==> src/rtl/mips_pkg.sv <==
// mips_pkg: shared MIPS datapath constants (ALU control codes, aluop classes, R-type functs).
package mips_pkg;
  localparam int DW_DEFAULT = 32;
  localparam int RW_DEFAULT = 5;
  typedef enum logic [1:0] {
    AOP_ADD   = 2'b00,
    AOP_SUB   = 2'b01,
    AOP_RTYPE = 2'b10,
    AOP_PASS  = 2'b11
  } aluop_e;
  localparam logic [3:0] ALU_AND  = 4'b0000;
  localparam logic [3:0] ALU_OR   = 4'b0001;
  localparam logic [3:0] ALU_ADD  = 4'b0010;
  localparam logic [3:0] ALU_SUB  = 4'b0110;
  localparam logic [3:0] ALU_PASS = 4'b0111;
  localparam logic [3:0] ALU_NOR  = 4'b1100;
  localparam logic [5:0] F_ADD  = 6'b100000;
  localparam logic [5:0] F_ADDU = 6'b100001;
  localparam logic [5:0] F_SUB  = 6'b100010;
  localparam logic [5:0] F_SUBU = 6'b100011;
  localparam logic [5:0] F_AND  = 6'b100100;
  localparam logic [5:0] F_OR   = 6'b100101;
  localparam logic [5:0] F_NOR  = 6'b100111;
endpackage

==> src/rtl/alu_ctrl_dec.sv <==
// alu_ctrl_dec: aluop/funct to 4-bit ALU control; unknown R-type functs fall back to add and raise illegal.
module alu_ctrl_dec
  import mips_pkg::*;
(
  input  logic [1:0] aluop,
  input  logic [5:0] funct,
  output logic [3:0] aluctrl,
  output logic       illegal
);
  always_comb begin
    aluctrl = ALU_ADD;
    illegal = 1'b0;
    case (aluop)
      AOP_SUB:  aluctrl = ALU_SUB;
      AOP_PASS: aluctrl = ALU_PASS;
      AOP_RTYPE:
        case (funct)
          F_ADD, F_ADDU: aluctrl = ALU_ADD;
          F_SUB, F_SUBU: aluctrl = ALU_SUB;
          F_AND:         aluctrl = ALU_AND;
          F_OR:          aluctrl = ALU_OR;
          F_NOR:         aluctrl = ALU_NOR;
          default:       illegal = 1'b1;
        endcase
      default: aluctrl = ALU_ADD;
    endcase
  end
endmodule

==> src/rtl/id_ex_stage.sv <==
// id_ex_stage: ID/EX pipeline register with operand forwarding, ALU control decode, load-use stall and flush.
// ID_EX_FWD_EN enables EX/MEM and MEM/WB forwarding; without it operands come from the register file and any RAW stalls.
module id_ex_stage
  import mips_pkg::*;
#(
  parameter int DW = DW_DEFAULT,
  parameter int RW = RW_DEFAULT
) (
  input  logic          clk,
  input  logic          rst_n,
  input  logic          in_valid,
  output logic          in_ready,
  input  logic [DW-1:0] rs_data,
  input  logic [DW-1:0] rt_data,
  input  logic [DW-1:0] imm,
  input  logic          use_imm,
  input  logic [RW-1:0] rs_addr,
  input  logic [RW-1:0] rt_addr,
  input  logic [RW-1:0] rd_addr,
  input  logic [1:0]    aluop,
  input  logic [5:0]    funct,
  input  logic          reg_write,
  input  logic          mem_read,
  input  logic          mem_write,
  input  logic          flush,
  input  logic          exm_rw,
  input  logic [RW-1:0] exm_rd,
  input  logic [DW-1:0] exm_data,
  input  logic          mwb_rw,
  input  logic [RW-1:0] mwb_rd,
  input  logic [DW-1:0] mwb_data,
  input  logic          ex_ready,
  output logic          out_valid,
  output logic [DW-1:0] d1_out,
  output logic [DW-1:0] d2_out,
  output logic [3:0]    aluctrl_out,
  output logic [RW-1:0] rd_out,
  output logic          reg_write_out,
  output logic          mem_read_out,
  output logic          mem_write_out,
  output logic          illegal_funct,
  output logic          load_use_stall
);
  logic          valid_q, valid_d, rw_q, rw_d, mr_q, mr_d, mw_q, mw_d, ill_q, ill_d;
  logic [DW-1:0] d1_q, d1_d, d2_q, d2_d, rs_fwd, rt_fwd;
  logic [3:0]    ctrl_q, ctrl_d, dec_ctrl;
  logic [RW-1:0] rd_q, rd_d;
  logic          dec_ill, accept;
  alu_ctrl_dec u_dec (.aluop(aluop), .funct(funct), .aluctrl(dec_ctrl), .illegal(dec_ill));
`ifdef ID_EX_FWD_EN
  logic exm_rs, exm_rt, mwb_rs, mwb_rt;
  assign exm_rs = exm_rw & (exm_rd != '0) & (exm_rd == rs_addr);
  assign exm_rt = exm_rw & (exm_rd != '0) & (exm_rd == rt_addr);
  assign mwb_rs = mwb_rw & (mwb_rd != '0) & (mwb_rd == rs_addr);
  assign mwb_rt = mwb_rw & (mwb_rd != '0) & (mwb_rd == rt_addr);
  assign rs_fwd = exm_rs ? exm_data : mwb_rs ? mwb_data : rs_data;
  assign rt_fwd = exm_rt ? exm_data : mwb_rt ? mwb_data : rt_data;
  assign load_use_stall = in_valid & valid_q & mr_q & (rd_q != '0) &
                          ((rd_q == rs_addr) | (!use_imm & (rd_q == rt_addr)));
`else
  logic raw_rs, raw_rt, unused_fwd;
  assign unused_fwd = ^{exm_data, mwb_data};
  assign rs_fwd = rs_data;
  assign rt_fwd = rt_data;
  // Without bypass paths every in-flight writer must retire before a dependent read.
  assign raw_rs = (rs_addr != '0) & ((valid_q & rw_q & (rd_q == rs_addr)) |
                  (exm_rw & (exm_rd == rs_addr)) | (mwb_rw & (mwb_rd == rs_addr)));
  assign raw_rt = (rt_addr != '0) & ((valid_q & rw_q & (rd_q == rt_addr)) |
                  (exm_rw & (exm_rd == rt_addr)) | (mwb_rw & (mwb_rd == rt_addr)));
  assign load_use_stall = in_valid & (raw_rs | (!use_imm & raw_rt));
`endif
  assign in_ready = !flush & !load_use_stall & (!valid_q | ex_ready);
  assign accept   = in_valid & in_ready;
  always_comb begin
    valid_d = flush ? 1'b0 : accept ? 1'b1 : ex_ready ? 1'b0 : valid_q;
    rw_d    = flush ? 1'b0 : accept ? reg_write : rw_q;
    mr_d    = flush ? 1'b0 : accept ? mem_read : mr_q;
    mw_d    = flush ? 1'b0 : accept ? mem_write : mw_q;
    d1_d    = accept ? rs_fwd : d1_q;
    d2_d    = accept ? (use_imm ? imm : rt_fwd) : d2_q;
    ctrl_d  = accept ? dec_ctrl : ctrl_q;
    ill_d   = accept ? dec_ill : ill_q;
    rd_d    = accept ? rd_addr : rd_q;
  end
  always_ff @(posedge clk or negedge rst_n) begin
    if (!rst_n) begin
      valid_q <= 1'b0;
      rw_q    <= 1'b0;
      mr_q    <= 1'b0;
      mw_q    <= 1'b0;
      ill_q   <= 1'b0;
      d1_q    <= '0;
      d2_q    <= '0;
      ctrl_q  <= '0;
      rd_q    <= '0;
    end else begin
      valid_q <= valid_d;
      rw_q    <= rw_d;
      mr_q    <= mr_d;
      mw_q    <= mw_d;
      ill_q   <= ill_d;
      d1_q    <= d1_d;
      d2_q    <= d2_d;
      ctrl_q  <= ctrl_d;
      rd_q    <= rd_d;
    end
  end
  assign out_valid     = valid_q;
  assign reg_write_out = rw_q;
  assign mem_read_out  = mr_q;
  assign mem_write_out = mw_q;
  assign illegal_funct = ill_q;
  assign d1_out        = d1_q;
  assign d2_out        = d2_q;
  assign aluctrl_out   = ctrl_q;
  assign rd_out        = rd_q;
endmodule

==> config.mk <==
export PLATFORM = sky130hd
export DESIGN_NAME = id_ex_stage
export DESIGN_NICKNAME = d
export VERILOG_FILES = /design/src/rtl/mips_pkg.sv /design/src/rtl/alu_ctrl_dec.sv /design/src/rtl/id_ex_stage.sv
export SDC_FILE = /design/constraint.sdc
export NUM_CORES = 1
export LEC_CHECK = 0
export CAP_MARGIN = 20
export CORE_ASPECT_RATIO = 0.9
export CORE_MARGIN = 2
export CORE_UTILIZATION = 31
export CTS_BUF_LIST = sky130_fd_sc_hd__clkbuf_4 sky130_fd_sc_hd__clkbuf_8 sky130_fd_sc_hd__clkbuf_16
export DETAILED_ROUTE_END_ITERATION = 6
export PLACE_DENSITY = 0.71
export SYNTH_ARGS = -nofsm -noshare
export SYNTH_HDL_FRONTEND = slang
export SYNTH_SLANG_ARGS = --single-unit
==> constraint.sdc <==
create_clock -name clk -period 5.09 [get_ports clk]
set_input_delay 1.2725 -clock clk [delete_from_list [all_inputs] [get_ports clk]]
set_output_delay 1.2725 -clock clk [all_outputs]
set_load 0.01 [all_outputs]
==> reports/metrics.yaml, run 1 <==
syn-instance-count: 276
synth-seq-cells: 78
grt_pass1_vias: 3206
timing.hold.ws_ns: 0.500
pre_cts_ws_ns: 0.351
r2r_slack_ns: 2.57
dp_hpwl_mm: 8.05
drtIter0Drc: 145
ctsResizeCount: 0
yosysWarnings: 0
syn_nets: 480
grt_start_max_net_pins: 79
min_period_ns: 4.77
grt_first_pass_wirelength_mm: 16.4
port_buffers: 219
layout_setup_ws_ns: 0.322
grt_usage: 0.161
postCtsHoldBufs: 0
num_rows: 38
num_vias: 3005
whs_endpoint: "d2_out[27]$_DFFE_PN0P_"
fin_cells: 660
cp.arrival_ns: 3.50
post_cts_buffers: 0
power_density_nw_per_um2: 337
ys_types: 27
setup_viol: 0
rsz0062_at_grt: "false"
synthesis.area_um2: 3860
crit_required_ns: 3.82
place.gp.congestion: 0.838
maxSlewViolCount: 0
numPlacedInstances: 645
slew_headroom: 0.643
h-tree-depth: 3
cts_tree: "built"
die_w_um: 122
p_leak_nw: 2.71
outcome: "complete, no violations"
yosysSeqAreaShare: 0.505
clk_latency_ns: 0.34
power_mw: 2.21
ios: 284
skew_ns: 0.00663
root_buffer: "clkbuf_16"
vdd_drop_max_uv: 203
initial_core_util: 0.319
dr.pass1.iters: 4
worst_pin_slew_ns: 0.536
fmax_mhz: 210
antenna_found_initial: 0
drv_cap: 0
diodes: 0
drt.antenna.violating_nets: 0
fin_util: 0.540
clock_sinks: 78
via_per_inst: 4.55
grt_overflow_total: 0
fin_crit_sh: 0.937
rr_startpoint: "rd_out[4]$_DFFE_PN0P_"
crit_type: "in -> out"
die_h_um: 110
cp_max_fo: 4
r2r_end: "d1_out[7]$_DFFE_PN0P_"
hold_viol: 0
drive_above_1_share: 0.260
placed_area_um2: 6210
min-delay-start: "d2_out[27]$_DFFE_PN0P_"
syn_area_per_cell_um2: 14.0
wl_mm: 10.8
crit_path_end_kind: "output port"
clkSlewWorstSetupHoldPaths_ns: 0.06
drc: 0
final_area_um2: 6540
whs_path_depth: 1
die-area_um2: 13400
start_kind: "primary input"
worst-r2r-cell-count: 7
setup-tns-final_ns: 0
wl_per_cell_um: 16.3
core_area_um2: 12100
hold_class: "reg -> reg"
nNetsFinal: 701
cts_buffer_depth: 2
area_growth_pct: 69.4
numCtsBuffers: 9
## cell families (layout without fill, tap and decap cells)
group                     Yosys count  in the layout  share of synthesized area
muxes                             109            109                      0.335
DFF                                78             78                      0.505
xor gates and xnor gates           30             30                     0.0680
buffers and inverters              15            239                     0.0220
AOI/OAI and AO/OA                  11             11                     0.0227
and+or+nand+nor                    33             33                     0.0473
## flip-flops by register name (all words and copies together) (netlist names)
register	cells
d2_out	32
d1_out	32
out_valid	1
aluctrl_out	4
rd_out	5
mem_read_out	1
illegal_funct	1
reg_write_out	1
mem_write_out	1
## layout make-up
type,count,area [um2]
Fill cell,1052,5580
Multi-Input combinational cell,183,1830
Clock buffer,10,233
Timing Repair Buffer,222,2240
Inverter,3,11.3
Sequential cell,78,1950
Tap cell,160,200
Clock inverter,4,73.8
## worst max-delay path, cell delays in order
cell and delay, ns:
clkdlybuf4s50_1 0.61, xor2_1 0.19, nor4_1 0.07, and3_1 0.20
o31ai_4 0.31, nand2_1 0.10, a21oi_1 0.17, clkdlybuf4s50_1 0.56
## report_power, final
part | internal [mW] | total [mW] | switching [mW]
Sequential | 0.748 | 0.822 | 0.0747
Combinational | 0.471 | 0.709 | 0.238
Clock | 0.429 | 0.676 | 0.247
Total | 1.65 | 2.21 | 0.559
## routing by layer
metal	vias to the layer above	part of all wire	global-route usage
met5	-	0	0
met4	0	0.012	0.0501
met3	10	0.088	0.0664
met2	123	0.50	0.275
met1	1454	0.40	0.186
li1	1418	-	-
## worst max path at each step
| stage | start | to | slack (ns) | depth (start not counted) |
|---|---|---|---|---|
| after global placement | rt_addr[3] | in_ready | 0.32 | 8 |
| after floorplan | rt_addr[0] | in_ready | 1.59 | 6 |
| final | rt_addr[4] | in_ready | 0.32 | 8 |
| after CTS | rt_addr[3] | in_ready | 0.32 | 8 |
| after detailed placement | rt_addr[4] | in_ready | 0.35 | 8 |
| after global routing | rt_addr[4] | in_ready | 0.18 | 8 |
## synthesized netlist by cell type, drive strengths merged
cell | number | area (um2)
nor2 | 4 | 15.0
a21boi | 1 | 7.51
nand2b | 4 | 25.0
and3 | 3 | 18.8
inv | 3 | 11.3
o21ai | 2 | 10.0
nand2 | 6 | 22.5
clkbuf | 4 | 15.0
nand4 | 4 | 25.0
buf | 8 | 58.8
nor3 | 3 | 15.0
or2 | 1 | 6.26
mux2 | 108 | 1280
nand3 | 1 | 10.0
a41o | 2 | 20.0
nor2b | 3 | 18.8
o31ai | 1 | 21.3
a21oi | 4 | 20.0
xor2 | 14 | 123
mux2i | 1 | 10.0
xnor2 | 16 | 140
nor3b | 1 | 7.51
o32ai | 1 | 8.76
dfrtp | 78 | 1950
nor4 | 3 | 18.8
## cells in the final DEF, fill, tap and decap left out, types with 2 or more instances in the layout
cell type / netlist / layout
a21oi_1: 4 / 4
a41o_1: 2 / 2
and3_1: 3 / 3
buf_4: 0 / 2
bufinv_16: 0 / 2
clkbuf_16: 0 / 9
clkdlybuf4s50_1: 0 / 217
dfrtp_1: 78 / 78
inv_1: 3 / 3
mux2_2: 90 / 90
mux2_4: 18 / 18
nand2_1: 6 / 6
nand2b_1: 4 / 4
nand4_1: 4 / 4
nor2_1: 4 / 4
nor2b_1: 3 / 3
nor3_1: 3 / 3
nor4_1: 3 / 3
o21ai_0: 2 / 2
xnor2_1: 16 / 16
xor2_1: 14 / 14
(Power assumes the default switching activity.)
==> run 2: changes to the inputs <==
--- a/config.mk
+++ b/config.mk
@@ -11,7 +11,7 @@
 export CORE_UTILIZATION = 31
 export CTS_BUF_LIST = sky130_fd_sc_hd__clkbuf_4 sky130_fd_sc_hd__clkbuf_8 sky130_fd_sc_hd__clkbuf_16
 export DETAILED_ROUTE_END_ITERATION = 6
-export PLACE_DENSITY = 0.71
+export PLACE_DENSITY = 0.74
 export SYNTH_ARGS = -nofsm -noshare
 export SYNTH_HDL_FRONTEND = slang
 export SYNTH_SLANG_ARGS = --single-unit
==> constraint.sdc (replaced) <==
create_clock -name clk -period 4 [get_ports clk]
set_input_delay 1 -clock clk [delete_from_list [all_inputs] [get_ports clk]]
set_output_delay 1 -clock clk [all_outputs]
set_load 0.01 [all_outputs]
==> reports/metrics.yaml, run 2 (synthesis gave the netlist of run 1 again) <==
gr-usage-met2: 0.282
grt_first_pass_wirelength_mm: 16.3
worst_pin_slew_ns: 0.455
cp_max_fo: 3
die_w_um: 122
grt_overflow_total: 0
antenna_found_initial: 0
die_h_um: 110
dp_hpwl_mm: 8.18
setup_viol: 0
port_buffers: 219
die-area_um2: 13400
drc: 0
setup-tns-final_ns: 0
skew_ns: 0.00549
final_common_cell: "clkdlybuf4s50_1"
switching_power_mw: 0.707
dr.pass1.iters: 4
nFillCells: 1044
busiest_layer: "met2"
numCtsBuffers: 9
clkSlewWorstSetupHoldPaths_ns: 0.05
sw_frac_of_total: 0.258
power_density_nw_per_um2: 413
drtIter0Drc: 102
cts_buffer_depth: 2
wl_mm: 10.8
ios: 284
seqPwrFrac: 0.381
min_period_ns: 3.82
h-tree-depth: 3
slew_headroom: 0.696
pre_cts_ws_ns: -0.0910
via_per_inst: 4.57
clk_latency_ns: 0.32
drt.antenna.violating_nets: 0
vdd_drop_max_uv: 270
core_area_um2: 12100
fmax_mhz: 261
crit_type: "in -> out"
drv_cap: 0
wl_per_cell_um: 16.0
multi_input_area_um2: 1840
num_vias: 3083
maxSlewViolCount: 0
diodes: 0
initial_core_util: 0.319
final_cell_mix: "213 x clkdlybuf4s50_1, 90 x mux2_2, 78 x dfrtp_1"
crit_path_end_kind: "output port"
power_mw: 2.74
p_int_mw: 2.03
pwr-share-comb: 0.333
nNetsFinal: 714
timing.hold.ws_ns: 0.500
grt_start_max_net_pins: 79
power_frac_clock: 0.286
root_buffer: "clkbuf_16"
place.gp.congestion: 0.866
grt_use_met1: 0.179
outcome: "complete, no violations"
crit_required_ns: 3.00
num_rows: 38
grt_pass1_vias: 3235
fin_crit_sh: 0.956
fin_util: 0.548
start_kind: "primary input"
hold_class: "reg -> reg"
area_growth_pct: 71.8
p_leak_nw: 2.77
rsz0062_at_grt: "false"
grt_usage: 0.157
cp.arrival_ns: 2.82
cts_tree: "built"
grtUsageMet3: 0.0493
drive_above_1_share: 0.283
clock_sinks: 78
final-seq-area_um2: 1950
hold_viol: 0
layout_setup_ws_ns: 0.175
-- run 2: cell types whose count changed in the layout (fill, tap and decap cells not counted), moves of 2 or more --
cell             change
buf_4               +12
bufinv_16            -2
clkbuf_8             +3
dlygate4sd2_1        +4
clkdlybuf4s50_1      -4
-- run 2: metrics by stage --
step	cell area, um2	instances
6_report	6640	675
4_1_cts	6610	674
3_5_place_dp	6320	658
5_1_grt	6640	675
3_3_place_gp	6320	658
2_1_floorplan	3860	276
-- run 2: worst paths after layout --
path | startpoint | to | slack, ns | depth (start not counted)
min in group asynchronous | rst_n | rd_out[0]$_DFFE_PN0P_ | 0.55 | 1
hold / removal | d2_out[5]$_DFFE_PN0P_ | d2_out[5]$_DFFE_PN0P_ | 0.50 | 1
setup / recovery | rt_addr[4] | in_ready | 0.18 | 8
setup reg to reg | rd_out[0]$_DFFE_PN0P_ | d1_out[22]$_DFFE_PN0P_ | 1.61 | 8
hold reg to reg | d2_out[5]$_DFFE_PN0P_ | d2_out[5]$_DFFE_PN0P_ | 0.50 | 1
max in group asynchronous | rst_n | d2_out[5]$_DFFE_PN0P_ | 2.86 | 2
-- run 2: repair_timing --
| action | 4_1_cts | 5_1_grt |
|---|---|---|
| hold buffers | 0 | 0 |
| endpoints found under the setup margin | 2 | 0 |
| resized for setup | 5 | 0 |
| buffers inserted | 0 | 0 |
-- run 2: power groups by stage --
| stage | combinational, mW | clock [mW] | sequential, mW |
|---|---|---|---|
| global route | 0.973 | 0.851 | 1.07 |
| finish | 0.912 | 0.785 | 1.04 |
| global placement | 0.908 | 0 | 1.05 |
| CTS | 0.926 | 0.812 | 1.05 |
| floorplan | 0.281 | 0 | 1.13 |
| detailed placement | 0.923 | 0 | 1.06 |
-- run 2: worst max-delay path, cell delays in order --
cell and delay (ns):
clkdlybuf4s50_1 0.57, xor2_1 0.20, nor4_1 0.07, and3_1 0.18, o31ai_4 0.29, nand2_1 0.08
a21oi_1 0.15, dlygate4sd2_1 0.28
-- run 2: per-layer routing --
layer / share of wire / up-vias
li1: - / 1439
met1: 0.40 / 1521
met2: 0.51 / 115
met3: 0.075 / 8
met4: 0.010 / 0
met5: 0 / -
-- run 2: final cells by class --
cell class,instances,share of cell area
timing repair buffer,235,0.353
sequential,78,0.294
multi-input combinational,183,0.277
clock buffer,13,0.0413
tap,160,0.0302
clock inverter,3,0.00264
inverter,3,0.00170
